==> src/rtl/dmr_tmr_reg_ctrl_if.sv <==
// Handshake and register-bank control signals between the upstream producer,
// the DMR/TMR register bank and dmr_tmr_reg_ctrl.
interface dmr_tmr_reg_ctrl_if;
  logic valid_i;
  logic dmr_err_i;
  logic voter_err_i;
  logic ready_o;
  logic no_load_o;
  logic scrub_o;

  // The controller side receives upstream/bank status and drives the bank controls.
  modport slave (
    input  valid_i, dmr_err_i, voter_err_i,
    output ready_o, no_load_o, scrub_o
  );

  modport master (
    output valid_i, dmr_err_i, voter_err_i,
    input  ready_o, no_load_o, scrub_o
  );
endinterface

==> src/rtl/dmr_tmr_reg_ctrl.sv <==
// Load-gating, retry, scrub and fatal-escalation controller for a bank of
// DMR-input / TMR-state registers sharing one no_load_i.
module dmr_tmr_reg_ctrl #(
  parameter int unsigned MaxRetries = 3,
  parameter int unsigned CntWidth   = 16
) (
  input  logic                clk_i,
  input  logic                rst_ni,
  dmr_tmr_reg_ctrl_if.slave   ctrl,
  input  logic                clear_i,
  output logic                stall_o,
  output logic                fatal_o,
  output logic [CntWidth-1:0] dmr_err_cnt_o,
  output logic [CntWidth-1:0] voter_err_cnt_o
);

  localparam int unsigned RetryW = (MaxRetries > 1) ? $clog2(MaxRetries) : 1;
  localparam logic [RetryW-1:0] RetryLast = RetryW'(MaxRetries - 1);

  typedef enum logic [2:0] {
    Run,
    Retry,
    Scrub,
    Verify,
    Fatal
  } state_e;

  state_e              state_q, state_d;
  state_e              ret_q, ret_d;
  logic [RetryW-1:0]   retry_q, retry_d;
  logic [CntWidth-1:0] dmr_cnt_q, dmr_cnt_d;
  logic [CntWidth-1:0] vot_cnt_q, vot_cnt_d;
  logic                stall_q, fatal_q;

  logic valid, dmr_err, voter_err;
  logic transfer, scrubbing;
  logic inc_dmr, inc_vot;

  assign valid     = ctrl.valid_i;
  assign dmr_err   = ctrl.dmr_err_i;
  assign voter_err = ctrl.voter_err_i;

  // Load decision is combinational so the bank captures in the same cycle.
  assign transfer  = valid & ~dmr_err & ((state_q == Run) | (state_q == Retry));
  assign scrubbing = (state_q == Scrub);

  assign ctrl.ready_o   = transfer;
  assign ctrl.scrub_o   = scrubbing;
  assign ctrl.no_load_o = ~(transfer | scrubbing);

  always_comb begin
    state_d = state_q;
    ret_d   = ret_q;
    retry_d = retry_q;
    inc_dmr = 1'b0;
    inc_vot = 1'b0;

    unique case (state_q)
      Run: begin
        if (transfer) begin
          // A load rewrites all three copies, so a concurrent voter error needs no scrub.
          inc_vot = voter_err;
        end else if (voter_err) begin
          inc_vot = 1'b1;
          inc_dmr = valid & dmr_err;
          ret_d   = Run;
          state_d = Scrub;
        end else if (valid & dmr_err) begin
          inc_dmr = 1'b1;
          retry_d = '0;
          state_d = Retry;
        end
      end

      Retry: begin
        if (transfer) begin
          inc_vot = voter_err;
          state_d = Run;
        end else if (voter_err) begin
          inc_vot = 1'b1;
          inc_dmr = valid & dmr_err;
          ret_d   = Retry;
          state_d = Scrub;
        end else if (valid & dmr_err) begin
          inc_dmr = 1'b1;
          if (retry_q == RetryLast) begin
            state_d = Fatal;
          end else begin
            retry_d = retry_q + 1'b1;
          end
        end
      end

      Scrub: begin
        state_d = Verify;
      end

      Verify: begin
        if (voter_err) begin
          inc_vot = 1'b1;
          state_d = Fatal;
        end else begin
          state_d = ret_q;
        end
      end

      Fatal: begin
        if (clear_i) begin
          retry_d = '0;
          state_d = Run;
        end
      end

      default: begin
        state_d = Run;
      end
    endcase

    if (clear_i) begin
      dmr_cnt_d = '0;
      vot_cnt_d = '0;
    end else begin
      dmr_cnt_d = (inc_dmr && (dmr_cnt_q != '1)) ? dmr_cnt_q + 1'b1 : dmr_cnt_q;
      vot_cnt_d = (inc_vot && (vot_cnt_q != '1)) ? vot_cnt_q + 1'b1 : vot_cnt_q;
    end
  end

  // stall/fatal are registered from the next state, i.e. a pure decode of state_q.
  always_ff @(posedge clk_i or negedge rst_ni) begin
    if (!rst_ni) begin
      state_q   <= Run;
      ret_q     <= Run;
      retry_q   <= '0;
      dmr_cnt_q <= '0;
      vot_cnt_q <= '0;
      stall_q   <= 1'b0;
      fatal_q   <= 1'b0;
    end else begin
      state_q   <= state_d;
      ret_q     <= ret_d;
      retry_q   <= retry_d;
      dmr_cnt_q <= dmr_cnt_d;
      vot_cnt_q <= vot_cnt_d;
      stall_q   <= (state_d != Run);
      fatal_q   <= (state_d == Fatal);
    end
  end

  assign stall_o         = stall_q;
  assign fatal_o         = fatal_q;
  assign dmr_err_cnt_o   = dmr_cnt_q;
  assign voter_err_cnt_o = vot_cnt_q;

endmodule

==> src/flat_wrapper.sv <==
// flat-port wrapper written by rule: the top's interface ports become plain ports
module dmr_tmr_reg_ctrl_flat 
#(
  parameter int unsigned MaxRetries = 3,
  parameter int unsigned CntWidth   = 16
)
  (clk_i, rst_ni, clear_i, stall_o, fatal_o, dmr_err_cnt_o, voter_err_cnt_o, ctrl_valid_i, ctrl_dmr_err_i, ctrl_voter_err_i, ctrl_ready_o, ctrl_no_load_o, ctrl_scrub_o);
  dmr_tmr_reg_ctrl_if ctrl_i ();
  input  logic clk_i;
  input  logic rst_ni;
  input  logic clear_i;
  output logic stall_o;
  output logic fatal_o;
  output logic [CntWidth-1:0] dmr_err_cnt_o;
  output logic [CntWidth-1:0] voter_err_cnt_o;
  input wire logic [$bits(ctrl_i.valid_i)-1:0] ctrl_valid_i;
  input wire logic [$bits(ctrl_i.dmr_err_i)-1:0] ctrl_dmr_err_i;
  input wire logic [$bits(ctrl_i.voter_err_i)-1:0] ctrl_voter_err_i;
  output wire logic [$bits(ctrl_i.ready_o)-1:0] ctrl_ready_o;
  output wire logic [$bits(ctrl_i.no_load_o)-1:0] ctrl_no_load_o;
  output wire logic [$bits(ctrl_i.scrub_o)-1:0] ctrl_scrub_o;
  assign ctrl_i.valid_i = ctrl_valid_i;
  assign ctrl_i.dmr_err_i = ctrl_dmr_err_i;
  assign ctrl_i.voter_err_i = ctrl_voter_err_i;
  assign ctrl_ready_o = ctrl_i.ready_o;
  assign ctrl_no_load_o = ctrl_i.no_load_o;
  assign ctrl_scrub_o = ctrl_i.scrub_o;
  dmr_tmr_reg_ctrl #(.MaxRetries(MaxRetries), .CntWidth(CntWidth)) u_core (.clk_i(clk_i), .rst_ni(rst_ni), .ctrl(ctrl_i), .clear_i(clear_i), .stall_o(stall_o), .fatal_o(fatal_o), .dmr_err_cnt_o(dmr_err_cnt_o), .voter_err_cnt_o(voter_err_cnt_o));
endmodule
==> config.mk <==
export PLATFORM = sky130hd
export DESIGN_NAME = dmr_tmr_reg_ctrl_flat
export DESIGN_NICKNAME = d
export VERILOG_FILES = /design/src/rtl/dmr_tmr_reg_ctrl_if.sv /design/src/rtl/dmr_tmr_reg_ctrl.sv /design/src/flat_wrapper.sv
export SDC_FILE = /design/constraint.sdc
export NUM_CORES = 1
export LEC_CHECK = 0
export ABC_CLOCK_PERIOD_IN_PS = 2200
export CELL_PAD_IN_SITES_DETAIL_PLACEMENT = 1
export CELL_PAD_IN_SITES_GLOBAL_PLACEMENT = 2
export CORE_MARGIN = 4
export CORE_UTILIZATION = 32
export CTS_BUF_LIST = sky130_fd_sc_hd__clkbuf_8
export DETAILED_ROUTE_END_ITERATION = 16
export HOLD_SLACK_MARGIN = 0.05
export PLACE_DENSITY_LB_ADDON = 0.1
export SLEW_MARGIN = 20
export SYNTH_ARGS = -nofsm -noshare
export SYNTH_HDL_FRONTEND = slang
export SYNTH_SLANG_ARGS = --single-unit
export TNS_END_PERCENT = 10
==> constraint.sdc <==
create_clock -name clk_i -period 2.2 [get_ports clk_i]
set_clock_uncertainty 0.2 [all_clocks]
set_input_delay 0.22 -clock clk_i [delete_from_list [all_inputs] [get_ports clk_i]]
set_output_delay 0.22 -clock clk_i [all_outputs]
set_load 0.01 [all_outputs]
=== Word-level counts from Yosys, hierarchy flattened ===
Index checks and enable logic that the tools add are counted.

* $mul: 0
* Shift-type cells: 0
* Magnitude comparators: 0
* Reductions and logical operators: 11
* Divide/modulo/power cells: 0
* Add/subtract/negate cells: 3
* Equality and inequality tests: 18
* Mux-type cells: 35
* Bitwise operators: 7

{| class="wikitable"
|+ Operators by type and width
! operator !! count
|-
| $mux 16 || 4
|-
| $mux 3 || 13
|-
| $add 16x1->16 const B || 2
|-
| $ne 16x16->1 const B || 2
|-
| $ne 2x2->1 const B || 10
|-
| $mux 2 || 8
|-
| $pmux 3 s5 || 1
|-
| $reduce_and 9->1 || 1
|-
| $eq 3x2->1 const B || 2
|-
| $eq 3x3->1 const B || 2
|-
| $mux 1 || 6
|-
| $pmux 2 s3 || 1
|-
| $pmux 3 s2 || 1
|-
| $reduce_bool 2->1 || 3
|-
| $reduce_bool 3->1 || 2
|-
| $reduce_and 5->1 || 1
|-
| $and 1x1->1 || 3
|-
| $eq 3x1->1 const B || 1
|-
| $logic_not 3->1 || 1
|-
| $add 2x1->2 const B || 1
|-
| $eq 2x2->1 const B || 1
|-
| $logic_and 1x1->1 || 2
|-
| $not 1->1 || 2
|-
| $or 1x1->1 || 2
|-
| other kinds (2) || 2
|}

* Memory bits (read-only): 0
* Output and inout port bits: 37
* Memory bits (writable): 0
* Register bits: 42
* Input port bits: 6
* Memories kept: 0
* Bits in latches: 0

=== Depth between registers and ports, before layout ===
* Depth in word-level cells: 8
* Depth in mapped cells: 7

=== Worst setup path before layout ===
OpenSTA, ideal clock, no wires.

* Path type: register -> register
* Start point: reg u_core.dmr_cnt_q[0], in the netlist u_core.dmr_err_cnt_o[0]
* End point: reg u_core.dmr_cnt_q[2], in the netlist u_core.dmr_err_cnt_o[2]
* Cell stages (with the launch flop): 8
* Slack: 0.084 ns
* Library setup time: 0.132 ns
* Path buffers: 1
* Arrival: 1.785 ns
* Cell sequence: dfrtp_1 -> ha_1 -> nand2_1 -> or4b_4 -> buf_6 -> o211ai_1 -> xor2_1 -> nor2_1

* Word-level cells in the longest chain between the ends: 3

{| class="wikitable"
|+ RTL lines
! element !! RTL line !! source
|-
| from (decl) || dmr_tmr_reg_ctrl.sv:31 || <nowiki>logic [CntWidth-1:0] dmr_cnt_q, dmr_cnt_d;</nowiki>
|-
| from (signal assigned) || dmr_tmr_reg_ctrl.sv:142 || <nowiki>dmr_cnt_q <= dmr_cnt_d;</nowiki>
|-
| $add 16x1->16 / $ne 16x16->1 (equally long branches) || dmr_tmr_reg_ctrl.sv:123 || <nowiki>dmr_cnt_d = (inc_dmr && (dmr_cnt_q != '1)) ? dmr_cnt_q + 1'b1 : dmr_cnt_q;</nowiki>
|-
| $mux 16 / $logic_and 1x1->1 (equally long branches) || dmr_tmr_reg_ctrl.sv:123 ||
|-
| $mux 16 / $reduce_bool 2->1 (equally long branches) || -- ||
|}

Parallel ways exist; a longest one is shown, timed or not. The select of a mux whose other input is x is not followed.
A chain may end at the register's enable or synchronous reset.

=== Worst setup path in the final report ===
* Start point: reg u_core.state_q[1]
* End point: out ctrl_no_load_o

* Word-level cells in the longest chain between the ends: 5

{| class="wikitable"
|+ RTL lines
! element !! RTL line !! source
|-
| from (decl) || dmr_tmr_reg_ctrl.sv:28 || <nowiki>state_e state_q, state_d;</nowiki>
|-
| from (signal assigned) || dmr_tmr_reg_ctrl.sv:131 || <nowiki>state_q <= Run;</nowiki>
|-
| from (signal assigned) || dmr_tmr_reg_ctrl.sv:139 || <nowiki>state_q <= state_d;</nowiki>
|-
| $eq 3x1->1 / $logic_not 3->1 (equally long branches) || dmr_tmr_reg_ctrl.sv:44 || <nowiki>assign transfer = valid & ~dmr_err & ((state_q == Run) | (state_q == Retry));</nowiki>
|-
| $or 1x1->1 || dmr_tmr_reg_ctrl.sv:44 ||
|-
| $and 1x1->1 || dmr_tmr_reg_ctrl.sv:44 ||
|-
| $or 1x1->1 * || dmr_tmr_reg_ctrl.sv:49 || <nowiki>assign ctrl.no_load_o = ~(transfer | scrubbing);</nowiki>
|-
| $not 1->1 * || dmr_tmr_reg_ctrl.sv:49 ||
|-
| to (decl) || flat_wrapper.sv:20 || <nowiki>output wire logic [$bits(ctrl_i.no_load_o)-1:0] ctrl_no_load_o;</nowiki>
|}

Every way passes the cells marked *; elsewhere a longest branch is shown, timed or not.

==> out/summary.txt <==
Status - complete, no violations
Unique cell type count in the Yosys netlist - 41
TritonRoute pass-1 iters - 4
Seq/Total Area, Yosys - 46.38%
Mean Syn Cell Area - 9.384 µm²
Vias per inst - 5.101
Buffer and inverter count on the worst path - 2
Final hold vios - 0
Yosys warning count - 0
Startpoint types - flop
Critical-path cell list - buf_4 > nor3_2 > nor2_1 > clkdlybuf4s50_1
Most used DFF post-synth - dfrtp_1
EDFF count, synth - 0
Largest net degree at the start of global routing - 30
Final setup vio count - 0
Slew HR - 66.65%
Post-route DRC - 0
Post-synth top area share - 46.38%
Clock Path Buffers - 2
TritonCTS clock tree - done
Post-route core utilization - 46.73%
Max VDD drop - 0.0003405 V
Post-Route Setup TNS - 0 ns
Root buffer cell - clkbuf_8
Setup WS post-layout - 0.09195 ns
Synth Instances - 230
Core ar. - 0.006459 mm²
FMAX - 474.4 MHz
Antenna-violating nets left - 0
Share of post-route cells with drive strength above 1 - 14.95%
Skew-Pair Late Insertion Delay - 0.29 ns
Area contributors post-synth - dfrtp_1 (46%), xor2_1 (8.5%), nor2_1 (6.8%), nand4_1 (2.6%), nand3_1 (2.6%)
Post-detail-place hpwl - 4.453 mm
DRT iter0 DRCs - 54
Unrepaired setup endpoints after global routing - yes
N_diodes - 0
Crit path max-delay family - buffers and inverters
Syn nets - 239
Die height - 90.13 µm
CTS Buf Count - 5
CP Data Required Time - 1.78 ns
Initial antenna violation count - 0
Vias post-DR - 1,928
Worst setup path class - flop to primary output
Max-cap violation count - 0
Worst Hold Class - input pin to async pin
Synth Register Bits - 40
Final period utilization - 95.82%
Pwr Density - 725.0 mW/mm²
P_leak - 0.001275 µW
Final slew viol count - 0
Tmin final - 2.108 ns
# fillers - 757
Worst setup EP type - primary output
CP max-delay cell - clkdlybuf4s50_1
Max incr delay on CP - 0.48 ns
Final GP Congestion - 0.7980
Worst Tran Pin Value - 0.5002 ns
Die width - 90.13 µm
Clock-pin slew on the worst setup and hold paths - 0.08 ns
Worst Path Max Fanout - 9
# port buffers - 42
Yosys top cell by area - dfrtp_1
IO Pins - 43
Initial core utilization - 33.42%
Setup repair bufs after CTS - 0
Worst EP arrival - 1.69 ns
FFs w/ async S/R, synth - 100.0%
Htree depth - 2
Power Total - 2188 µW
Clk sink count - 40
Vias in the first global route - 2,072
Synth-to-layout area growth - 39.83%
Pre-CTS WS - -0.03616 ns
Grt total ovfl - 0
Final #Nets - 310
Detailed Route WL - 5.879 mm
DR WL/cell - 15.55 µm
Row cnt - 29
Die Area - 0.008123 mm²
Syn Std Cell Area - 0.002158 mm²
First-pass GRT wire length - 10.44 mm
Tot GR Track Use - 15.50%
worst reg2reg max path, stage by stage, from the launching register on:
cell,delay (ns)
dfrtp_1,0.39
and4_1,0.30
or4b_4,0.58
o2111ai_1,0.28
xor2_1,0.18
nor2_1,0.05
synth_stat cells (5+ instances only):
library cell  instances
a21oi_1               7
and4_1                5
clkbuf_1              5
dfrtp_1              40
inv_1                 6
nand2_1              11
nand2b_1              5
nand3_1              11
nand4_1               9
nor2_1               39
nor3_1                8
o21ai_0               8
xnor2_1               5
xor2_1               21
layer usage:
metal	up-vias	share of wire (%)	GRT usage, %	routed length (µm)
li1	959	-	-	-
met1	932	49	21.41	2898
met2	30	47	24.70	2748
met3	7	2.8	3.005	164
met4	0	1.1	4.337	67
met5	-	0	0	0
path summary, 6_finish.rpt:
check / endpoint / slack [ns] / cells past startpoint / startpoint
worst max-delay path: ctrl_no_load_o / 0.09 / 4 / u_core.state_q[1]$_DFF_PN0_
worst min-delay path: u_core.dmr_err_cnt_o[14]$_DFFE_PN0P_ / 0.23 / 2 / rst_ni
worst max register to register: u_core.dmr_err_cnt_o[5]$_DFFE_PN0P_ / 0.11 / 5 / u_core.dmr_err_cnt_o[14]$_DFFE_PN0P_
worst min register to register: u_core.ret_q[0]$_DFFE_PN0P_ / 0.31 / 1 / u_core.ret_q[0]$_DFFE_PN0P_
max in group asynchronous: u_core.voter_err_cnt_o[7]$_DFFE_PN0P_ / 1.08 / 3 / rst_ni
min in group clk_i: u_core.ret_q[0]$_DFFE_PN0P_ / 0.31 / 1 / u_core.ret_q[0]$_DFFE_PN0P_
cells in the final DEF, fill, tap and decap left out, types with 2 or more instances in the layout:
cell type	netlist	routed
nor3_1	8	7
nor4_1	4	4
xor2_1	21	21
mux2i_1	2	2
o2111ai_1	4	4
o22ai_1	2	2
nand2b_1	5	5
nor2_1	39	39
o21ai_0	8	7
xnor2_1	5	5
bufinv_16	0	2
nand4_1	9	9
nand3b_1	3	3
o21ai_1	3	3
buf_4	0	28
dfrtp_1	40	40
and2_1	2	2
nand2_1	11	11
a21oi_1	7	7
clkdlybuf4s50_1	0	40
or3_1	2	2
and4_1	5	5
mux2_2	3	3
and3_1	3	3
ha_1	3	3
o211ai_1	4	4
clkbuf_8	0	5
inv_1	6	6
nand3_1	11	10
nand3_2	1	2
state kept, by name (all words and copies together) (netlist names):
name / cells
u_core.dmr_err_cnt_o: 16
u_core.fatal_o: 1
u_core.ret_q: 1
u_core.retry_q: 2
u_core.stall_o: 1
u_core.state_q: 3
u_core.voter_err_cnt_o: 16
final cells by class:
cell class / instances / area [µm²] / area share [%]
clock buffer: 5 / 68.82 / 2.280
sequential: 40 / 1001 / 33.17
inverter: 6 / 22.52 / 0.7463
multi-input combinational: 176 / 1111 / 36.82
timing repair buffer: 72 / 658.1 / 21.81
tap: 77 / 96.34 / 3.192
clock inverter: 2 / 60.06 / 1.990
cells by family after synthesis:
logic type / after synthesis / share of synthesized area (%)
mux: 5 / 2.493
xor+xnor: 26 / 10.55
compound gates: 33 / 9.565
fa+ha+maj: 3 / 1.739
flops: 40 / 46.38
simple gates: 109 / 26.43
buf+inv: 14 / 2.840
metrics by stage:
stage	hold WS, ns	area, µm²	cells
final	0.2304	3018	378
after global routing	0.2719	3018	378
after global placement	0.01766	2861	370
after detailed placement	0.01935	2861	370
after floorplan	-0.2756	2158	230
after CTS	0.2382	3005	378
timing repair:
item,in CTS,in global routing
setup endpoints to repair,2,6
hold buffers,1,0
endpoints found under the hold margin,19,0
gates resized for setup,1,5
power breakdown:
group          internal [µW]  switching [µW]  total (µW)  leakage, µW
sequential               811            56.1         867     0.000548
clock                    447             262         709    0.0000642
combinational            301             312         612     0.000662
No activity file was read; power rests on OpenSTA's default activity.
